--- config.mk ---
export PLATFORM = sky130hd
export DESIGN_NAME = digital_clock_ctrl
export DESIGN_NICKNAME = d
export VERILOG_FILES = /design/src/rtl/digital_clock_ctrl.sv
export SDC_FILE = /design/constraint.sdc
export NUM_CORES = 1
export LEC_CHECK = 0
export CAP_MARGIN = 25
export CELL_PAD_IN_SITES_DETAIL_PLACEMENT = 1
export CELL_PAD_IN_SITES_GLOBAL_PLACEMENT = 1
export CORE_AREA = 2 2 203 105
export DETAILED_ROUTE_END_ITERATION = 12
export DIE_AREA = 0 0 205 107
export PLACE_DENSITY_LB_ADDON = 0.1
export SYNTH_ARGS = -nofsm -noshare
export SYNTH_HDL_FRONTEND = slang
export SYNTH_SLANG_ARGS = --single-unit
--- constraint.sdc ---
create_clock -name wb_clk_i -period 2.6 [get_ports wb_clk_i]
set_clock_uncertainty 0.15 [all_clocks]
set_input_delay 0.26 -clock wb_clk_i [delete_from_list [all_inputs] [get_ports wb_clk_i]]
set_output_delay 0.26 -clock wb_clk_i [all_outputs]
set_load 0.1 [all_outputs]
--- src/rtl/digital_clock_ctrl.sv ---
// Wishbone-slave sequencer for the digital-clock datapath: prescaled tick, validated time load,
// alarm compare/IRQ and pad OEB. Optional single-step trigger via macro DCLK_CTRL_STEP_EN.
module digital_clock_ctrl #(
  parameter logic [31:0]         BASE_ADDR = 32'h3000_0000,
  parameter int unsigned         PRESC_W   = 26,
  parameter logic [PRESC_W-1:0]  PRESC_RST = PRESC_W'(9_999_999)
) (
  input  logic        wb_clk_i,
  input  logic        wb_rst_i,
  input  logic        wbs_stb_i,
  input  logic        wbs_cyc_i,
  input  logic        wbs_we_i,
  input  logic [3:0]  wbs_sel_i,
  input  logic [31:0] wbs_adr_i,
  input  logic [31:0] wbs_dat_i,
  output logic [31:0] wbs_dat_o,
  output logic        wbs_ack_o,
  input  logic [5:0]  cur_hours,
  input  logic [5:0]  cur_minutes,
  input  logic [5:0]  cur_seconds,
  output logic        tick_o,
  output logic        time_load_o,
  output logic [5:0]  load_hours_o,
  output logic [5:0]  load_minutes_o,
  output logic [5:0]  load_seconds_o,
  output logic [17:0] time_oeb_o,
  output logic        irq_o
);

  localparam int unsigned FLD_W = 6;
  localparam int unsigned HR_W  = 5;

  localparam logic [1:0] ST_IDLE   = 2'd0;
  localparam logic [1:0] ST_CHECK  = 2'd1;
  localparam logic [1:0] ST_LOAD   = 2'd2;
  localparam logic [1:0] ST_SETTLE = 2'd3;

  localparam logic [2:0] R_CTRL   = 3'd0;
  localparam logic [2:0] R_PRESC  = 3'd1;
  localparam logic [2:0] R_SET    = 3'd2;
  localparam logic [2:0] R_ALARM  = 3'd3;
  localparam logic [2:0] R_STATUS = 3'd4;
  localparam logic [2:0] R_TIME   = 3'd5;

  logic [1:0]         state_q, state_d;
  logic               run_q, run_d;
  logic               out_en_q, out_en_d;
  logic               alarm_en_q, alarm_en_d;
  logic [PRESC_W-1:0] prescale_q, prescale_d;
  logic [PRESC_W-1:0] cnt_q, cnt_d;
  logic [FLD_W-1:0]   set_sec_q, set_sec_d, set_min_q, set_min_d;
  logic [HR_W-1:0]    set_hr_q, set_hr_d;
  logic [FLD_W-1:0]   al_sec_q, al_sec_d, al_min_q, al_min_d;
  logic [HR_W-1:0]    al_hr_q, al_hr_d;
  logic [FLD_W-1:0]   cap_sec_q, cap_sec_d, cap_min_q, cap_min_d;
  logic [HR_W-1:0]    cap_hr_q, cap_hr_d;
  logic               flag_q, flag_d;
  logic               err_q, err_d;
  logic               match_q, match_d;
  logic               irq_q, irq_d;
  logic               tick_q, tick_d;
  logic               tl_q, tl_d;
  logic [FLD_W-1:0]   ld_h_q, ld_h_d, ld_m_q, ld_m_d, ld_s_q, ld_s_d;
  logic [17:0]        oeb_q, oeb_d;
  logic               ack_q, ack_d;
  logic [31:0]        dat_q, dat_d;
`ifdef DCLK_CTRL_STEP_EN
  logic               step_q, step_d;
`endif

  logic        acc_c, wr_c, rd_c;
  logic [2:0]  reg_sel_c;
  logic [31:0] rd_view_c, wmerge_c, bmask_c;
  logic        load_trig_c, clr_flag_c, clr_err_c, presc_wr_c, err_set_c, match_c, advance_c;
  logic        unused_c;

  assign acc_c     = wbs_stb_i & wbs_cyc_i & (wbs_adr_i[31:8] == BASE_ADDR[31:8]) & ~ack_q;
  assign wr_c      = acc_c & wbs_we_i;
  assign rd_c      = acc_c & ~wbs_we_i;
  assign reg_sel_c = wbs_adr_i[4:2];
  assign bmask_c   = {{8{wbs_sel_i[3]}}, {8{wbs_sel_i[2]}}, {8{wbs_sel_i[1]}}, {8{wbs_sel_i[0]}}};
  assign wmerge_c  = (rd_view_c & ~bmask_c) | (wbs_dat_i & bmask_c);
  assign unused_c  = ^{wbs_adr_i[7:5], wbs_adr_i[1:0], wmerge_c};

  assign match_c = alarm_en_q & (cur_hours == {1'b0, al_hr_q}) &
                   (cur_minutes == al_min_q) & (cur_seconds == al_sec_q);

  // Register view shared by read data and byte-masked write merge
  always_comb begin
    rd_view_c = 32'd0;
    case (reg_sel_c)
      R_CTRL:   rd_view_c = {29'd0, alarm_en_q, out_en_q, run_q};
      R_PRESC:  rd_view_c = 32'(prescale_q);
      R_SET:    rd_view_c = {11'd0, set_hr_q, 2'd0, set_min_q, 2'd0, set_sec_q};
      R_ALARM:  rd_view_c = {11'd0, al_hr_q, 2'd0, al_min_q, 2'd0, al_sec_q};
      R_STATUS: rd_view_c = {29'd0, err_q, (state_q != ST_IDLE), flag_q};
      R_TIME:   rd_view_c = {10'd0, cur_hours, 2'd0, cur_minutes, 2'd0, cur_seconds};
      default:  rd_view_c = 32'd0;
    endcase
  end

  always_ff @(posedge wb_clk_i) begin
    if (wb_rst_i) state_q <= ST_IDLE;
    else          state_q <= state_d;
  end

  always_comb begin
    state_d    = state_q;
    run_d      = run_q;
    out_en_d   = out_en_q;
    alarm_en_d = alarm_en_q;
    prescale_d = prescale_q;
    cnt_d      = cnt_q;
    set_sec_d  = set_sec_q;
    set_min_d  = set_min_q;
    set_hr_d   = set_hr_q;
    al_sec_d   = al_sec_q;
    al_min_d   = al_min_q;
    al_hr_d    = al_hr_q;
    cap_sec_d  = cap_sec_q;
    cap_min_d  = cap_min_q;
    cap_hr_d   = cap_hr_q;
    ld_h_d     = ld_h_q;
    ld_m_d     = ld_m_q;
    ld_s_d     = ld_s_q;
    tick_d     = 1'b0;
    tl_d       = 1'b0;
    ack_d      = acc_c;
    dat_d      = 32'd0;
    load_trig_c = 1'b0;
    clr_flag_c  = 1'b0;
    clr_err_c   = 1'b0;
    presc_wr_c  = 1'b0;
    err_set_c   = 1'b0;
    advance_c   = 1'b0;
`ifdef DCLK_CTRL_STEP_EN
    step_d      = 1'b0;
`endif

    if (wr_c) begin
      case (reg_sel_c)
        R_CTRL: begin
          run_d       = wmerge_c[0];
          out_en_d    = wmerge_c[1];
          alarm_en_d  = wmerge_c[2];
          load_trig_c = wbs_sel_i[0] & wbs_dat_i[3];
`ifdef DCLK_CTRL_STEP_EN
          step_d      = wbs_sel_i[0] & wbs_dat_i[4] & ~wmerge_c[0] &
                        (state_q == ST_IDLE) & ~load_trig_c;
`endif
        end
        R_PRESC: begin
          prescale_d = wmerge_c[PRESC_W-1:0];
          presc_wr_c = 1'b1;
        end
        R_SET: begin
          set_sec_d = wmerge_c[5:0];
          set_min_d = wmerge_c[13:8];
          set_hr_d  = wmerge_c[20:16];
        end
        R_ALARM: begin
          al_sec_d = wmerge_c[5:0];
          al_min_d = wmerge_c[13:8];
          al_hr_d  = wmerge_c[20:16];
        end
        R_STATUS: begin
          clr_flag_c = wbs_sel_i[0] & wbs_dat_i[0];
          clr_err_c  = wbs_sel_i[0] & wbs_dat_i[2];
        end
        default: ;
      endcase
    end

    if (rd_c) dat_d = rd_view_c;

    // Load sequencer; a LOAD trigger while busy is simply dropped
    case (state_q)
      ST_IDLE: begin
        if (load_trig_c) begin
          state_d   = ST_CHECK;
          cap_sec_d = set_sec_q;
          cap_min_d = set_min_q;
          cap_hr_d  = set_hr_q;
        end
      end
      ST_CHECK: begin
        if ((cap_sec_q > 6'd59) || (cap_min_q > 6'd59) || (cap_hr_q > 5'd23)) begin
          err_set_c = 1'b1;
          state_d   = ST_IDLE;
        end else begin
          state_d = ST_LOAD;
          tl_d    = 1'b1;
          ld_h_d  = {1'b0, cap_hr_q};
          ld_m_d  = cap_min_q;
          ld_s_d  = cap_sec_q;
        end
      end
      ST_LOAD:   state_d = ST_SETTLE;
      ST_SETTLE: state_d = ST_IDLE;
      default:   state_d = ST_IDLE;
    endcase

    // Prescaler only advances while idle now and next cycle, so no tick lands in a busy state
    advance_c = run_q & (state_q == ST_IDLE) & (state_d == ST_IDLE);
    if (presc_wr_c || (state_q == ST_SETTLE)) begin
      cnt_d = '0;
    end else if (advance_c) begin
      if (cnt_q == prescale_q) begin
        cnt_d  = '0;
        tick_d = 1'b1;
      end else begin
        cnt_d = cnt_q + PRESC_W'(1);
      end
    end
`ifdef DCLK_CTRL_STEP_EN
    if (step_q && (state_q == ST_IDLE)) tick_d = 1'b1;
`endif

    match_d = match_c;
    flag_d  = (match_c & ~match_q) | (flag_q & ~clr_flag_c);
    err_d   = err_set_c | (err_q & ~clr_err_c);
    irq_d   = flag_q;
    oeb_d   = {18{~out_en_q}};
  end

  always_ff @(posedge wb_clk_i) begin
    if (wb_rst_i) begin
      run_q      <= 1'b0;
      out_en_q   <= 1'b0;
      alarm_en_q <= 1'b0;
      prescale_q <= PRESC_RST;
      cnt_q      <= '0;
      set_sec_q  <= '0;
      set_min_q  <= '0;
      set_hr_q   <= '0;
      al_sec_q   <= '0;
      al_min_q   <= '0;
      al_hr_q    <= '0;
      cap_sec_q  <= '0;
      cap_min_q  <= '0;
      cap_hr_q   <= '0;
      flag_q     <= 1'b0;
      err_q      <= 1'b0;
      match_q    <= 1'b0;
      irq_q      <= 1'b0;
      tick_q     <= 1'b0;
      tl_q       <= 1'b0;
      ld_h_q     <= '0;
      ld_m_q     <= '0;
      ld_s_q     <= '0;
      oeb_q      <= 18'h3FFFF;
      ack_q      <= 1'b0;
      dat_q      <= 32'd0;
`ifdef DCLK_CTRL_STEP_EN
      step_q     <= 1'b0;
`endif
    end else begin
      run_q      <= run_d;
      out_en_q   <= out_en_d;
      alarm_en_q <= alarm_en_d;
      prescale_q <= prescale_d;
      cnt_q      <= cnt_d;
      set_sec_q  <= set_sec_d;
      set_min_q  <= set_min_d;
      set_hr_q   <= set_hr_d;
      al_sec_q   <= al_sec_d;
      al_min_q   <= al_min_d;
      al_hr_q    <= al_hr_d;
      cap_sec_q  <= cap_sec_d;
      cap_min_q  <= cap_min_d;
      cap_hr_q   <= cap_hr_d;
      flag_q     <= flag_d;
      err_q      <= err_d;
      match_q    <= match_d;
      irq_q      <= irq_d;
      tick_q     <= tick_d;
      tl_q       <= tl_d;
      ld_h_q     <= ld_h_d;
      ld_m_q     <= ld_m_d;
      ld_s_q     <= ld_s_d;
      oeb_q      <= oeb_d;
      ack_q      <= ack_d;
      dat_q      <= dat_d;
`ifdef DCLK_CTRL_STEP_EN
      step_q     <= step_d;
`endif
    end
  end

  assign wbs_ack_o      = ack_q;
  assign wbs_dat_o      = dat_q;
  assign tick_o         = tick_q;
  assign time_load_o    = tl_q;
  assign load_hours_o   = ld_h_q;
  assign load_minutes_o = ld_m_q;
  assign load_seconds_o = ld_s_q;
  assign time_oeb_o     = oeb_q;
  assign irq_o          = irq_q;

endmodule

* Yosys cells after proc, flatten, opt, wreduce, memory -nomap -nowiden
Cells that the tools add are included. W data, S select, Z words.
Storage, ports and cells: bits in registers 165, bits in latches 0, bits in writable memories 0, bits in read-only memories 0, input port bits 91, memories kept 0
Cells by class: add/subtract/negate cells 1, multipliers 0, div/mod/pow operators 0, $lt $le $gt $ge 3, equality and inequality tests 13, shifts and indexed selects 0, mux-type cells 17, bitwise gates (word level) 32, reductions and logical operators 17
Operators by type and width (count):
- $pmux W26 S6 | 1
- $and A26 B26 Y26 | 2
- $add A26 B1 Y26 const B | 1
- $eq A26 B26 Y1 | 1
- $mux W26 | 1
- $not A26 Y26 | 1
- $or A26 B26 Y26 | 1
- $eq A24 B22 Y1 const B | 1
- $and A1 B1 Y1 | 16
- $eq A6 B6 Y1 | 2
- $gt A6 B6 Y1 const B | 2
- $mux W1 | 12
- $reduce_and A2 Y1 | 6
- $not A1 Y1 | 10
- $pmux W2 S4 | 1
- $eq A3 B2 Y1 const B | 2
- $eq A3 B3 Y1 const B | 2
- $eq A6 B5 Y1 | 1
- $reduce_or A2 Y1 | 3
- $gt A5 B5 Y1 const B | 1
- $eq A2 B2 Y1 const B | 2
- $logic_not A2 Y1 | 2
- $mux W2 | 2
- $eq A3 B1 Y1 const B | 1
- other kinds (6) | 9

* Depth between registers and ports, before layout
word-level depth 11, gate-level depth with buffers 9

* Worst setup path after synthesis
No wires, ideal clock.
kind reg2reg, start point reg ack_q (netlist: wbs_ack_o), end point reg cnt_q[16], library setup time 101 ps, arrival 2424 ps, data required time 2349 ps, path slack -75 ps, cell stages (with the launch flop) 8, path buffers 1, period minus slack after synthesis 2675 ps, path through dfxtp_1 > nor4_1 > nand4_1 > or4_4 > a211oi_4 > buf_6 > a22oi_1 > o41ai_1
On the way: word-level cells in the longest chain between the ends 8
Ends and longest elaborated chain:
- start: declaration | line 65 | logic ack_q, ack_d;
- start signal: assignment | line 282 | ack_q <= ack_d;
- $not A1 Y1 * | line 77 | assign acc_c = wbs_stb_i & wbs_cyc_i & (wbs_adr_i[31:8] == BASE_ADDR[31:8]) & ~ack_q;
- $and A1 B1 Y1 * | line 77
- $and A1 B1 Y1 * | line 78 | assign wr_c = acc_c & wbs_we_i;
- $mux W1 | line 140 | if (wr_c) begin
- $mux W2 | line 179 | if (load_trig_c) begin
- $pmux W2 S4 | line 177 | case (state_q)
- $logic_not A2 Y1 | line 204 | advance_c = run_q & (state_q == ST_IDLE) & (state_d == ST_IDLE);
- $and A1 B1 Y1 | line 204
- end signal: assignment | line 262 | cnt_q <= cnt_d;
- end: declaration | line 50 | logic [PRESC_W-1:0] cnt_q, cnt_d;
Every way passes the cells marked *; elsewhere a longest branch is shown, timed or not. A chain may end at the register's enable or synchronous reset.

* Worst setup path after layout
start point in wbs_adr_i[31], end point reg cnt_q[6]
On the way: word-level cells in the longest chain between the ends 9
Ends and longest elaborated chain:
- start: declaration | line 14 | input logic [31:0] wbs_adr_i,
- $eq A24 B22 Y1 * | line 77
- $and A1 B1 Y1 * (2 in series) | line 77
- $and A1 B1 Y1 * | line 78
- $mux W1 | line 140
- $mux W2 | line 179
- $pmux W2 S4 | line 177
- $logic_not A2 Y1 | line 204
- $and A1 B1 Y1 | line 204
Marks and branches as above.

==> reports/qor.csv <==
stage;metric;value;unit
global_routing;grt_pass1_wl;41.52;mm
sta;slew_viol_final;0;
sta;finalSetupViolCount;0;
drt;via_per_inst;5.449;
synthesis;async_flop_share;0;
pwr;peakVddDrop;0.3844;mV
global_routing;grt_overflow;0;
hold_path;min_to;wbs_ack_o;
sta;period_share;0.9602;
worst_setup_path;r2r-start;state_q[1];
synthesis;synth_edf_count;0;
clock_tree;root_buffer;clkbuf_16;
finish;drive_above_1_share;0.1895;
finish;n_antenna_cell;0;
sta;slew_headroom;0.5136;
pwr;powerDensity;546.7;nW/µm²
status;status;finished clean;
finish;area.growth.synth_to_final;34.05;%
finish;fill_cells;2414;
drt;wl_per_cell;20.28;µm
synthesis;synth-main-ff-cell;dfxtp_1;
pwr;leakage;4.041;nW
floorplanning;initial_core_util;0.3761;
placed_design;numPortBuffers;144;
worst_setup_path;critical_path_arrival;2.70;ns
drt;vias;7324;
global_routing;first_global_vias;6991;
sta;fmax;400.5;MHz
sta;hold_violations;0;
drt;drt_iter0_drc;648;
drt;drt-total-wl;27.25;mm
sta;worst_slack;0.1034;ns
worst_setup_path;rrSetupSlack;0.11;ns
worst_setup_path;reg2reg_depth;7;
synthesis;synth_top_area_frac;0.4193;
hold_path;whs_path_depth;5;
worst_setup_path;startpoint_type;primary input;
synthesis;yosysWarnings;0;
sta;period_needed;2.497;ns
synthesis;yosysSeqAreaShare;0.4193;
drt;drc;0;
clock_tree;cts_buffer_depth;2;
global_routing;grtUsageTotal;0.2504;
synthesis;synthTopCellsByCount;dfxtp_1 (159), nand2_1 (113), nor2_1 (82), mux2i_1 (62), a21oi_1 (59);
floorplanning;dieWidth;205;µm
worst_setup_path;crit_fanout;17;
placed_design;dp_hpwl;20.59;mm
sta;tightest_slew;0.7295;ns
synthesis;synth.most_common_cell;dfxtp_1;
sta;rsz0062_at_grt;no;
hold_path;hold_class;primary input to flip-flop;
synthesis;ys_seq_elements;159;
finish;nets;1151;
worst_setup_path;worstReg2RegEnd;cnt_q[6];
worst_setup_path;required;2.80;ns
clock_tree;cts.sinks;159;
floorplanning;die_h;107;µm
global_routing;antenna_found_initial;0;
floorplanning;core;20180;µm²
placed_design;place_ws;-0.4233;ns
hold_path;hp-start;wbs_adr_i[27];
synthesis;synthDistinctLibCells;64;
synthesis;synth_area_leader_cell;dfxtp_1;
worst_setup_path;crit_type;primary input to flip-flop;
drt;first_pass_iters;5;
floorplanning;die-area;21940;µm²
floorplanning;rows;37;
sta;timing.setup.tns;0;ns
synthesis;netlist_top_cells_area;dfxtp_1 (42%), mux2i_1 (8.2%), nand2_1 (5.6%);
run;cap_violations;0;
synthesis;synth_cells;887;
clock_tree;clkLatencyLatePin;0.43;ns
synthesis;syn_avg_cell_area;8.558;µm²
placed_design;globalplace.congestion;0.8727;
clock_tree;htreeDepth;4;
worst_setup_path;crit_path_end_kind;flip-flop;
sta;whs;0.1723;ns
global_routing;grt_start_max_net_pins;103;
synthesis;syn_area;7591;µm²
drt;ant_nets;0;
clock_tree;cts_buffers;17;
clock_tree;clkSlewWorstSetupHoldPaths;0.07;ns
floorplanning;boundaryPins;163;
clock_tree;cts_tree;done;
[worst max-delay path by stage]
stage	end	cells past startpoint	start
2_1_floorplan	cnt_q[16]	7	wbs_ack_o
3_3_place_gp	cnt_q[13]	8	wbs_adr_i[16]
3_5_place_dp	cnt_q[15]	9	wbs_adr_i[27]
4_1_cts	cnt_q[17]	10	wbs_adr_i[27]
5_1_grt	cnt_q[6]	9	wbs_adr_i[31]
6_report	cnt_q[6]	9	wbs_adr_i[31]
[cell type report]
cell class / count / area (µm²) / area share
Timing Repair Buffer: 229 / 2044 / 0.2009
Clock inverter: 11 / 156.4 / 0.01537
Clock buffer: 20 / 456.7 / 0.04488
Multi-Input combinational cell: 626 / 3895 / 0.3828
Sequential cell: 159 / 3184 / 0.3129
Tap cell: 273 / 341.6 / 0.03357
Inverter: 26 / 97.59 / 0.009591
[metal layers]
layer	routed length, µm	vias to the layer above	part of all wire	track usage
met1	14760	3601	0.54	0.4066
met4	172	0	0.0063	0.05087
met3	2043	11	0.075	0.04650
met5	0	-	0	0
li1	-	3448	-	-
met2	10270	264	0.38	0.3304
[where the power goes]
group | leakage, nW | internal (W) | switching, W
combinational | 2.47 | 0.000213 | 0.000262
clock | 0.290 | 0.00157 | 0.00108
sequential | 1.28 | 0.00243 | 0.000000000615
[cells by family after synthesis]
kind of cell             synth area share
multiplexers                      0.08620
other                           0.0004940
buffers and inverters             0.07203
flip-flops                         0.4193
XOR/XNOR                          0.05077
AND/OR/NAND/NOR                    0.2233
adder cells (fa/ha/maj)          0.001648
AO/OA/AOI/OAI                      0.1462
[state kept, by name (all words and copies together) (netlist names), 2 cells and up]
name	cells
cnt_q	26
prescale_q	26
wbs_dat_o	26
al_min_q	6
al_sec_q	6
cap_min_q	6
cap_sec_q	6
load_minutes_o	6
load_seconds_o	6
set_min_q	6
set_sec_q	6
al_hr_q	5
cap_hr_q	5
load_hours_o	5
set_hr_q	5
state_q	2
[metrics by stage]
step | power, W | utilization | instances | area [µm²]
floorplan | 0.002703 | - | 893 | 7615
global placement | 0.002955 | 0.4722 | 1311 | 9532
detailed placement | 0.002957 | 0.4722 | 1311 | 9532
CTS | 0.005595 | 0.5031 | 1343 | 10150
global route | 0.005727 | 0.5042 | 1344 | 10180
finish | 0.005563 | 0.5042 | 1344 | 10180
[cells in the final DEF, fill, tap and decap left out, types with 4 or more instances in the layout]
cell type	Yosys	routed
nand2_1	113	113
nand3_1	17	17
mux2i_1	62	62
nor2b_1	5	5
and3_1	6	6
a211o_1	4	4
a21oi_1	59	59
or3_1	7	7
o22ai_2	4	4
and2_1	13	13
inv_1	25	25
xnor2_1	28	28
nor3_1	19	19
nor2_1	82	82
o2bb2ai_1	14	14
conb_1	1	7
clkdlybuf4s50_1	0	77
nor4_1	13	13
a32oi_1	6	6
a22oi_1	19	19
a31oi_1	13	13
o41ai_1	7	7
dfxtp_1	159	158
nand4_1	27	27
nand3b_1	4	4
nand2b_1	6	6
buf_12	0	10
clkbuf_16	0	17
o22ai_1	6	6
o21ai_0	25	23
a211oi_1	5	5
xor2_1	16	16
buf_4	27	140
[worst max-delay path: stages]
cell	delay, ns
clkdlybuf4s50_1	0.43
nor4b_2	0.29
nand4_1	0.24
buf_4	0.22
or4_4	0.54
a211oi_4	0.29
buf_12	0.19
a31oi_1	0.06
o22ai_1	0.17
[timing repair]
action / in CTS / in global routing
hold endpoints to repair: 5 / 0
gates resized for setup: 0 / 5
setup endpoints to repair: 0 / 29
buffers inserted: 0 / 1
hold buffers: 1 / 0
(Power assumes the default switching activity.)
==> RTL change 1, RTL diff (config.mk and constraints unchanged) <==
The option `DCLK_CTRL_STEP_EN` is turned on by a define.
--- a/src/rtl/digital_clock_ctrl.sv
+++ b/src/rtl/digital_clock_ctrl.sv
@@ -2,2 +2,4 @@
 // alarm compare/IRQ and pad OEB. Optional single-step trigger via macro DCLK_CTRL_STEP_EN.
+`define DCLK_CTRL_STEP_EN
+
 module digital_clock_ctrl #(
Behaviour: not the same (a bounded check fails within 4 cycles, from zero or initial values and one cycle with wb_rst_i high).
==> RTL change 1 against the original RTL <==
  * Final cell count is 3.8% lower
  * Sequential share of layout area increased by 1.2 points
  * Die area is the same
  * First-iteration DRC count down 48%
  * Highest routed layer unchanged
  * Total power decreased by 2.9%
  * Combinational power shrank 6.3%
  * Sequential cell count increased by 1
  * Hold slack got worse by 58 ps
  * Setup slack gained 39 ps
  * Largest cell class unchanged
  * Cell area decreased by 3.1%
  * Utilization down 1.6 points
  * Area after synthesis fell by 2.1%
  * Wire length decreased by 6.1%
==> RTL change 1: results (changes against the original RTL) <==
* Met2 wire len at 10800 um (+5.1%)
* Via count at 6712 (-8.4%)
* Placed cell area at 0.00928 sq mm (-2.7%)
* Cts bufs inserted at 17 (unchanged)
* Global-route wire length before repair at 40100 um (-3.4%)
* Seq/Total Area, Yosys at 43.1% (+1.2 points)
* Largest net degree at the start of global routing at 70 (-32%)
* Pleak at 3.82 nW (-5.5%)
* All-Layer GR Usage at 24.1% (-0.90 points)
* Total wire length at 25600 um (-6.1%)
* Reg-to-reg endpoint: tick_o
* Nets at 1099 (-4.5%)
* Top post-synthesis cells by count: 160 x dfxtp_1, 133 x nand2_1, 75 x nor2_1
* Worst Path Arrival at 2630 ps (-70 ps)
* Reg2reg setup slack at 140 ps (+30 ps)
* Met1 wire length at 13300 um (-9.7%)
* Die area at 0.0219 sq mm (unchanged)
* Synth area leaders: dfxtp_1 43%, nand2_1 6.7%, mux2i_1 5.4%
* Worst hold endpoint: wbs_ack_o
* Final period util at 94.5% (-1.5 points)
* Status: complete, no violations
* Iter 0 DRT Violations at 338 (-48%)
* HP Start: wb_rst_i
* Clock slew at reported path FFs at 60 ps
* CP Capture Type: register
* Worst vdd ir at 364 uV (-5.4%)
* Worst skew pair latency at 430 ps (about the same)
* Crit path max fanout at 5 (-12)
* Relative slew slack at 47.8% (-3.5 points)
* CTS max path bufs at 2 (unchanged)
* Distinct cells, synth at 66 (+3.1%)
* Hold path depth at 2 (-3)
* Worst reg2reg path depth at 6 (-1)
* CP startpoint: cnt_q[0]
* Clk Tree Root Cell: clkbuf_16
* H-tree Lvls at 4 (unchanged)
* DR pass1 iterations at 5 (unchanged)
* Number of global-route vias before repair at 7061 (+1.0%)
* Startpoint types: register
* Global placement routability congestion at 0.882 (+1.1%)
* Layout cells sized above 1 at 18.8% (-0.13 points)
* HPWL Detailed at 19300 um (-6.0%)
* Post-place setup slack at -181 ps (+243 ps)
* Met3 wire len at 1290 um (-37%)
==> RTL change 1: cell types whose count changed after synthesis, sizes merged, moves of 10 or more <==
| cell | before | now |
|---|---|---|
| a31oi | 13 | 0 |
| clkbuf | 40 | 24 |
| o21ai | 25 | 11 |
| a21oi | 59 | 69 |
| a221oi | 0 | 14 |
| a22o | 1 | 15 |
| o2bb2ai | 14 | 0 |
| o22ai | 10 | 0 |
| xnor2 | 28 | 38 |
| mux2i | 62 | 40 |
| nand2 | 113 | 134 |
| a22oi | 19 | 2 |
==> RTL change 1: metal layers <==
metal	global-route usage, %	vias up
met5	0	-
met4	4.62	0
met3	5.38	17
met2	36.2	175
met1	35.4	3310
li1	-	3210
==> RTL change 1: power by group <==
part           total, mW  internal [mW]  switching, mW
Combinational      0.445          0.207          0.238
Clock               2.51           1.46           1.05
Sequential          2.45           2.45    0.000000946
==> RTL change 1: area by class of cell <==
cell class / count / area (sq um)
flip-flops and latches: 160 / 3200
multi-input cells: 596 / 3760
inverters: 21 / 78.8
clock buffers: 22 / 464
clock inverters: 10 / 111
repair buffers: 211 / 1900
well taps: 273 / 342
fillers: 2397 / 10300
==> RTL change 1: kinds of logic after synthesis <==
kind of cell	synth area share, %
DFF	43.1
xor gates and xnor gates	7.30
AOI/OAI and AO/OA	12.0
and+or+nand+nor	24.1
other	0.0504
adders and majority gates	0.168
muxes	6.45
buffers and inverters	6.83
==> RTL change 1: critical path, cell delays in order (launching register included) <==
cell and delay (ps):
dfxtp_1 360, xnor2_1 370, nand4_1 160, nor4_1 470, nand4_1 260, o32ai_1 270, nor3b_1 310
==> RTL change 1: stage by stage <==
stage	hold slack, ps	instances
floorplan	238	850
global placement	285	1261
detailed placement	279	1261
CTS	98.6	1293
global route	118	1293
finish	114	1293
==> RTL change 2, RTL diff (same flow settings) <==
Without the edit above. Reset style: asynchronous (`wb_rst_i`), changed in 2 clocked blocks.
--- a/src/rtl/digital_clock_ctrl.sv
+++ b/src/rtl/digital_clock_ctrl.sv
@@ -101,3 +101,3 @@
 
-  always_ff @(posedge wb_clk_i) begin
+  always_ff @(posedge wb_clk_i or posedge wb_rst_i) begin
     if (wb_rst_i) state_q <= ST_IDLE;
@@ -225,3 +225,3 @@
 
-  always_ff @(posedge wb_clk_i) begin
+  always_ff @(posedge wb_clk_i or posedge wb_rst_i) begin
     if (wb_rst_i) begin
Formal check against the unedited RTL: differs if wb_rst_i is asserted again (counterexample within 4 cycles, from zero or initial values and one cycle with wb_rst_i high); with wb_rst_i held inactive, the same outputs for 4 cycles.
==> RTL change 2 against the original RTL <==
  * First-iteration DRC count is 52% lower
  * Area after synthesis increased by 2.0%
  * Final cell count decreased by 11%
  * Register-to-register slack lost 20 ps
  * Cell area rose by 2.2%
  * Wire length fell by 3.1%
  * Synthesized cell count is 18% lower
  * Setup slack worse by 11 ps
  * Critical path depth decreased by 3
  * Largest cell class is now sequential cells
  * Fmax decreased by 0.45%
  * Sequential cell count unchanged
Power is not compared: it rests on default switching activity, and its combinational part moved more than twofold at a synthesized area within 25%.
==> RTL change 2: results (changes against the original RTL) <==
* NetSw at 1.80 mW
* Worst Path Arrival at 2680 ps (-20 ps)
* Met1 wire length at 13500 um (-8.7%)
* Global-route wire length before repair at 41000 um (-1.3%)
* CP max stage cell: or4b_4
* Synth Area in Adders at 0.162% (-0.0032 points)
* Setup TNS at 0 ps (unchanged)
* Nets at 999 (-13%)
* Crit path max fanout at 10 (-7)
* Fin cells at 1193 (-11%)
* DR pass1 iterations at 7 (+2)
* DR vias/cell at 5.35 (-1.9%)
* HPWL Detailed at 19800 um (-3.8%)
* Placed cell area at 0.00971 sq mm (+1.9%)
* Global placement routability congestion at 0.901 (+3.3%)
* Seq/Total Area, Yosys at 51.6% (+9.7 points)
* Ys async rst share at 100% (+100 points)
* Distinct cells, synth at 58 (-9.4%)
* Synth area leaders: dfrtp_1 47%, mux2_2 6.8%, dfstp_2 5.1%
* H-tree Lvls at 4 (unchanged)
* Largest net degree at the start of global routing at 64 (-38%)
* Met2 wire len at 10900 um (+6.2%)
* Met3 wire len at 1770 um (-14%)
* Compound-Gate Fraction of Synth Area at 11.4% (-3.2 points)
* Met1 usage at 38.5% (-2.2 points)
* Number of global-route vias before repair at 6794 (-2.8%)
* All-Layer GR Usage at 25.3% (+0.27 points)
* Top post-synthesis cells by count: 144 x dfrtp_1, 96 x nand2_1, 55 x o21ai_0
* Clock slew at reported path FFs at 70 ps (about the same)
* Iter 0 DRT Violations at 312 (-52%)
* Worst Max-Slew Pin Slew at 640 ps (-89.4 ps)
* Avg WL per Cell at 22.1 um (+9.2%)
* Status: complete, no violations
* Post-place setup slack at -325 ps (+98.6 ps)
* Clk sink count at 159 (unchanged)
* Layout cells sized above 1 at 27.2% (+8.2 points)
* GR Layer Usage met2 at 36.6% (+3.5 points)
* Met3 usage at 5.26% (+0.61 points)
* Synthesized instance count at 724 (-18%)
* Top layer reached by signal wires: met4
* Synth Area in XOR/XNOR at 4.98% (-0.099 points)
* Worst reg2reg path depth at 6 (-1)
* Mux cell area share after synthesis at 9.55% (+0.93 points)
* Post-cts sizing count at 1 (+1)
* Cts bufs inserted at 17 (unchanged)
* Slowest stage delay, CP at 540 ps (about the same)
* Antenna cells at 0 (unchanged)
* CTS max path bufs at 2 (unchanged)
* HP Class: in2async
## RTL change 2: cell count changes in the layout (fill, tap and decap cells not counted), sizes merged, moves of 17 or more
cell / before / now
mux2i: 62 / 21
mux2: 3 / 47
a21oi: 59 / 12
nand2: 113 / 96
dfxtp: 159 / 0
dfrtp: 0 / 144
nor2: 83 / 14
o21ai: 25 / 73
## RTL change 2: final cells by class
cell class	instances	area [sq um]
clock buffer	20	457
timing repair buffer	216	1950
sequential	159	4000
fill	2176	9780
clock inverter	12	184
tap	273	342
multi-input combinational	497	3410
inverter	16	63.8
## RTL change 2: path summary, 6_finish.rpt
| check | from | end | slack [ps] |
|---|---|---|---|
| hold / removal | wb_rst_i | cap_min_q[0] | 150 |
| max in group asynchronous | wb_rst_i | cnt_q[1] | 1540 |
| setup reg to reg | wbs_ack_o | cnt_q[5] | 90 |
| min in group wb_clk_i | wbs_dat_i[23] | prescale_q[23] | 290 |
| setup / recovery | wbs_ack_o | cnt_q[5] | 90 |
| hold reg to reg | out_en_q | time_oeb_o[0] | 310 |
